<file path="src/rtl/dmem_arbiter.sv">
// -----------------------------------------------------------------------------
// dmem_arbiter
// Shares the single-port data memory between the pipeline MEM stage (port P)
// and a debug/loader port (port D). Every access runs the same three steps:
// grant (IDLE or COMPLETE) -> ACCESS (one memory cycle) -> COMPLETE (done/ack).
// From IDLE the pipeline wins a tie. From COMPLETE the other port goes next
// if it is requesting, so under continuous load the two ports alternate.
//
// Optional build macro: DMEM_ARB_ALIGN_CHK_EN
//   Adds a sticky align_err output. A granted access whose addr[1:0] != 0
//   is not driven to memory, still completes on time, and a read returns 0.
//
// Ports:
//   clk, rst                 rising-edge clock, async active-high reset
//   p_req/p_we/p_addr/p_wdata pipeline request (held until p_done)
//   p_rdata, p_done          pipeline load data, one-cycle completion pulse
//   p_stall                  combinational freeze request to hazard logic
//   d_req/d_we/d_addr/d_wdata debug request (held until d_ack)
//   d_rdata, d_ack           debug read data, one-cycle completion pulse
//   mem_en/mem_we/mem_addr/mem_wdata  memory command (registered)
//   mem_rdata                memory read data, valid the cycle after mem_en
//   align_err                (macro only) sticky misalignment flag
// -----------------------------------------------------------------------------
module dmem_arbiter #(
    parameter int ADDR_W = 32,
    parameter int DATA_W = 32
) (
    input  logic              clk,
    input  logic              rst,
    input  logic              p_req,
    input  logic              p_we,
    input  logic [ADDR_W-1:0] p_addr,
    input  logic [DATA_W-1:0] p_wdata,
    output logic [DATA_W-1:0] p_rdata,
    output logic              p_done,
    output logic              p_stall,
    input  logic              d_req,
    input  logic              d_we,
    input  logic [ADDR_W-1:0] d_addr,
    input  logic [DATA_W-1:0] d_wdata,
    output logic [DATA_W-1:0] d_rdata,
    output logic              d_ack,
    output logic              mem_en,
    output logic              mem_we,
    output logic [ADDR_W-1:0] mem_addr,
    output logic [DATA_W-1:0] mem_wdata,
    input  logic [DATA_W-1:0] mem_rdata
`ifdef DMEM_ARB_ALIGN_CHK_EN
    ,
    output logic              align_err
`endif
);

    typedef enum logic [1:0] {IDLE, ACCESS, COMPLETE} state_t;
    typedef enum logic {OWN_P, OWN_D} owner_t;

    state_t state, state_nxt;
    owner_t owner, owner_nxt;

    logic              grant;
    logic              sel_we;
    logic [ADDR_W-1:0] sel_addr;
    logic [DATA_W-1:0] sel_wdata;
    logic              sel_mis;

    logic              we_q;
    logic              mis_q;
    logic [DATA_W-1:0] p_rdata_q;
    logic [DATA_W-1:0] d_rdata_q;
    logic              rd_complete;
    logic [DATA_W-1:0] rd_val;

    // State register
    always_ff @(posedge clk or posedge rst) begin
        if (rst) begin
            state <= IDLE;
            owner <= OWN_P;
        end else begin
            state <= state_nxt;
            owner <= owner_nxt;
        end
    end

    // Next-state / grant decision
    always_comb begin
        state_nxt = state;
        owner_nxt = owner;
        grant     = 1'b0;
        case (state)
            IDLE: begin
                if (p_req) begin
                    grant     = 1'b1;
                    owner_nxt = OWN_P;
                end else if (d_req) begin
                    grant     = 1'b1;
                    owner_nxt = OWN_D;
                end
            end
            ACCESS: state_nxt = COMPLETE;
            COMPLETE: begin
                // The finishing owner's request is ignored here, so a waiting
                // port is always served next.
                state_nxt = IDLE;
                if (owner == OWN_P && d_req) begin
                    grant     = 1'b1;
                    owner_nxt = OWN_D;
                end else if (owner == OWN_D && p_req) begin
                    grant     = 1'b1;
                    owner_nxt = OWN_P;
                end
            end
            default: state_nxt = IDLE;
        endcase
        if (grant) state_nxt = ACCESS;
    end

    assign sel_we    = (owner_nxt == OWN_P) ? p_we    : d_we;
    assign sel_addr  = (owner_nxt == OWN_P) ? p_addr  : d_addr;
    assign sel_wdata = (owner_nxt == OWN_P) ? p_wdata : d_wdata;

`ifdef DMEM_ARB_ALIGN_CHK_EN
    assign sel_mis = (sel_addr[1:0] != 2'b00);
`else
    assign sel_mis = 1'b0;
`endif

    assign rd_complete = (state == COMPLETE) && !we_q;
    assign rd_val      = mis_q ? '0 : mem_rdata;

    // mem_rdata only becomes valid during COMPLETE, yet the owner must see it
    // in that same cycle: the output passes it straight through while
    // completing and the register holds it from then on.
    assign p_rdata = (rd_complete && owner == OWN_P) ? rd_val : p_rdata_q;
    assign d_rdata = (rd_complete && owner == OWN_D) ? rd_val : d_rdata_q;

    assign p_stall = p_req & ~(state == COMPLETE && owner == OWN_P);

    // Registered memory command, completion pulses and read-data holding
    always_ff @(posedge clk or posedge rst) begin
        if (rst) begin
            mem_en    <= 1'b0;
            mem_we    <= 1'b0;
            mem_addr  <= '0;
            mem_wdata <= '0;
            we_q      <= 1'b0;
            mis_q     <= 1'b0;
            p_done    <= 1'b0;
            d_ack     <= 1'b0;
            p_rdata_q <= '0;
            d_rdata_q <= '0;
`ifdef DMEM_ARB_ALIGN_CHK_EN
            align_err <= 1'b0;
`endif
        end else begin
            mem_en <= grant & ~sel_mis;
            mem_we <= grant & sel_we & ~sel_mis;
            if (grant) begin
                mem_addr  <= sel_addr;
                mem_wdata <= sel_wdata;
                we_q      <= sel_we;
                mis_q     <= sel_mis;
`ifdef DMEM_ARB_ALIGN_CHK_EN
                if (sel_mis) align_err <= 1'b1;
`endif
            end
            p_done <= (state == ACCESS) && (owner == OWN_P);
            d_ack  <= (state == ACCESS) && (owner == OWN_D);
            if (rd_complete && owner == OWN_P) p_rdata_q <= rd_val;
            if (rd_complete && owner == OWN_D) d_rdata_q <= rd_val;
        end
    end

endmodule

</file>
<file path="config.mk">
export PLATFORM = sky130hd
export DESIGN_NAME = dmem_arbiter
export DESIGN_NICKNAME = d
export VERILOG_FILES = /design/src/rtl/dmem_arbiter.sv
export SDC_FILE = /design/constraint.sdc
export NUM_CORES = 1
export LEC_CHECK = 0
export BUFFER_PORTS_ARGS = -buffer_cell sky130_fd_sc_hd__buf_2
export CAP_MARGIN = 0
export CORE_MARGIN = 1.5
export CORE_UTILIZATION = 45
export DETAILED_ROUTE_END_ITERATION = 16
export PLACE_DENSITY = 0.81
export SLEW_MARGIN = 20
export SYNTH_ARGS = -nofsm -noshare
export SYNTH_HDL_FRONTEND = slang
export SYNTH_SLANG_ARGS = --single-unit
</file>
<file path="constraint.sdc">
create_clock -name clk -period 4.8 [get_ports clk]
set_input_delay 0.48 -clock clk [delete_from_list [all_inputs] [get_ports clk]]
set_output_delay 0.48 -clock clk [all_outputs]
set_load 0.02 [all_outputs]
</file>
==> out/qor.yml <==
run_status:
  outcome: "finished clean"
setup_path:
  crit_buf_inv: 3
  critical_path.startpoint: "owner$_DFF_PP0_"
  required_ns: 4.32
  slowest_stage: "dfrtp_1"
  worstReg2RegStart: "owner$_DFF_PP0_"
  cp_max_fo: 32
  critPathKind: "reg -> out"
  slowest_delay_ns: 0.43
  path_cells: "inv_1 -> nor4b_4 -> buf_4 -> mux2_2 -> buf_2"
  cp.arrival_ns: 2.28
  cp-start-kind: "register"
  cp_top_family: "buffers and inverters"
  cp-end-kind: "output pin"
layout:
  final.fill_count: 936
  post-route-util: 0.6511
  drive_gt1_frac: 0.5354
  syn2layout_area_growth_pct: 39.50
  antenna_cells: 0
  stdcell_count: 917
  nets: 903
synth:
  ys_seq_elements: 136
  ys.warnings.count: 0
  synthCells: 442
  synth.cell_area_um2: 5677
  syn-num-nets: 608
  synth_seq_area_share: 0.5995
  ys_types: 23
  avgSynthCellArea_um2: 12.84
placement:
  port_buffers: 298
  dpl_worst_slack_ns: 2.456
  dpl.cell_count: 886
  hpwlAfterDp_um: 10740
  place_congestion: 0.7868
drt:
  ant_nets: 0
  vias: 4484
  route.met3.wl_um: 1103
  wl_met2_um: 7201
  viasPerCell: 4.890
  m1WireLength_um: 5626
  finalWirelength_um: 14240
  top_layer: "met4"
  dr.pass1.iters: 4
  dr.first_iter.drc_count: 170
  post-route-drc-count: 0
  wire_per_inst_um: 15.53
clock_tree:
  cts_root_buf: "clkbuf_16"
  clkTransAtPathRegs_ns: 0.05
  htree_levels: 4
  post_cts_buffers: 0
  clock_sinks: 136
  ctsHoldBuffers: 0
  cts_resized: 0
  cts_tree: "built"
  numCtsBuffers: 17
  clock_path_buffers: 2
  clk_latency_ns: 0.41
floorplanning:
  die_area_um2: 13300
  rows: 40
  core-area_um2: 12160
  start_util: 0.4668
  ios: 299
  die_width_um: 115.3
  die_h_um: 115.3
power_and_ir_drop:
  pwr_density_cell_nw_per_um2: 790.5
  leakage_nw: 4.167
  ir_worst_vdd_uv: 351.1
sta:
  slew_violations: 0
  fin_hold_ws_ns: 0.1922
  fin_crit_sh: 0.5750
  fmax_ghz: 0.3623
  period_needed_ns: 2.760
  setup_slack_ns: 2.040
  slew_headroom: 0.4807
  hold_viol_final: 0
  rsz0062_at_grt: "no"
  skew_ns: 0.005383
  setup_violations: 0
  worstMarginPinSlew_ns: 0.7790
  fin_setup_tns_ns: 0
global_routing:
  grt_pass1_wl_um: 22050
  grt-ovfl-total: 0
  grt_antenna_before_repair: 0
  gr-usage-all-layers: 0.2150
  grt_pass1_vias: 4593
  grt_start_max_net_pins: 104
job:
  maxCapViolations: 0
hold_path:
  hp-class: "in -> async"
## report_power, final
group / internal [mW] / switching (mW) / total, mW / leakage [nW]
sequential: 1.72 / 0.247 / 1.97 / 1.66
clock: 0.959 / 0.458 / 1.42 / 0.313
combinational: 1.10 / 1.78 / 2.88 / 2.20
## registers in the layout (all words and copies together), names as in the netlist
name	flops
mem_en	1
p_rdata_q	32
d_rdata_q	32
owner	1
mem_addr	32
p_done	1
we_q	1
mem_wdata	32
mem_we	1
state	2
d_ack	1
## metrics by stage
step | cell area [µm²] | total power [mW]
floorplan | 5677 | 4.012
global placement | 7273 | 4.761
detailed placement | 7273 | 4.874
CTS | 7919 | 6.314
global route | 7919 | 6.621
finish | 7919 | 6.260
## cell type report
class                   instances  area [µm²]  share of cell area
repair buffers                304        1549              0.1956
well taps                     168       210.2             0.02654
flip-flops and latches        136        3403              0.4298
multi-input cells             271        2082              0.2629
clock inverters                 8       167.7             0.02117
inverters                       7       28.78            0.003634
clock buffers                  23       478.0             0.06036
## Yosys cell counts
cell	instances	area [µm²]
buf_6	5	56.30
dfrtp_1	136	3403
inv_1	6	22.52
nor3_1	2	10.01
inv_2	1	3.750
clkbuf_1	6	22.52
o21ai_1	45	225.2
o21ai_0	20	100.1
nor4b_4	1	23.77
mux2_1	2	22.52
a31oi_1	1	6.260
nand2_1	65	244.0
nor2_1	2	7.510
buf_2	4	20.02
nand2b_1	1	6.260
a32o_1	1	10.01
mux2i_1	65	650.6
nand2b_2	1	8.760
nor4b_2	1	15.01
o221ai_2	1	15.01
a21boi_0	1	7.510
mux2_2	62	698.2
buf_4	13	97.59
## metal layers
layer / up-vias / track usage
li1: 2116 / -
met4: 0 / 0.09383
met5: - / 0
met2: 193 / 0.3653
met1: 2147 / 0.2481
met3: 28 / 0.07169
## cells by family (layout without fill, tap and decap cells)
group | Yosys count | count (layout) | share of synthesized area
compound gates | 69 | 69 | 0.06414
buf+inv | 35 | 342 | 0.03923
flops | 136 | 136 | 0.5995
mux | 129 | 129 | 0.2416
simple gates | 73 | 73 | 0.05554
## final timing paths
kind | slack (ns) | endpoint | cells past startpoint
worst min-delay path | 0.19 | d_rdata_q[23]$_DFF_PP0_ | 2
worst max register to register | 2.46 | mem_wdata[13]$_DFFE_PP0P_ | 5
min in group clk | 0.33 | p_rdata_q[22]$_DFF_PP0_ | 2
max in group asynchronous | 3.54 | p_rdata_q[19]$_DFF_PP0_ | 3
worst min register to register | 0.47 | mem_wdata[25]$_DFFE_PP0P_ | 2
worst max-delay path | 2.04 | d_rdata[19] | 5
## placed cells by master (no fill, tap or decap), types with 3 or more instances in the layout
master | synthesis | final
buf_2 | 4 | 298
buf_4 | 13 | 5
bufinv_16 | 0 | 5
clkbuf_1 | 6 | 3
clkbuf_16 | 0 | 17
clkbuf_8 | 0 | 3
dfrtp_1 | 136 | 136
inv_1 | 6 | 5
mux2_2 | 62 | 62
mux2i_1 | 65 | 65
nand2_1 | 65 | 65
o21ai_0 | 20 | 20
o21ai_1 | 45 | 45
Note: power is estimated with default switching activity, not from simulation.
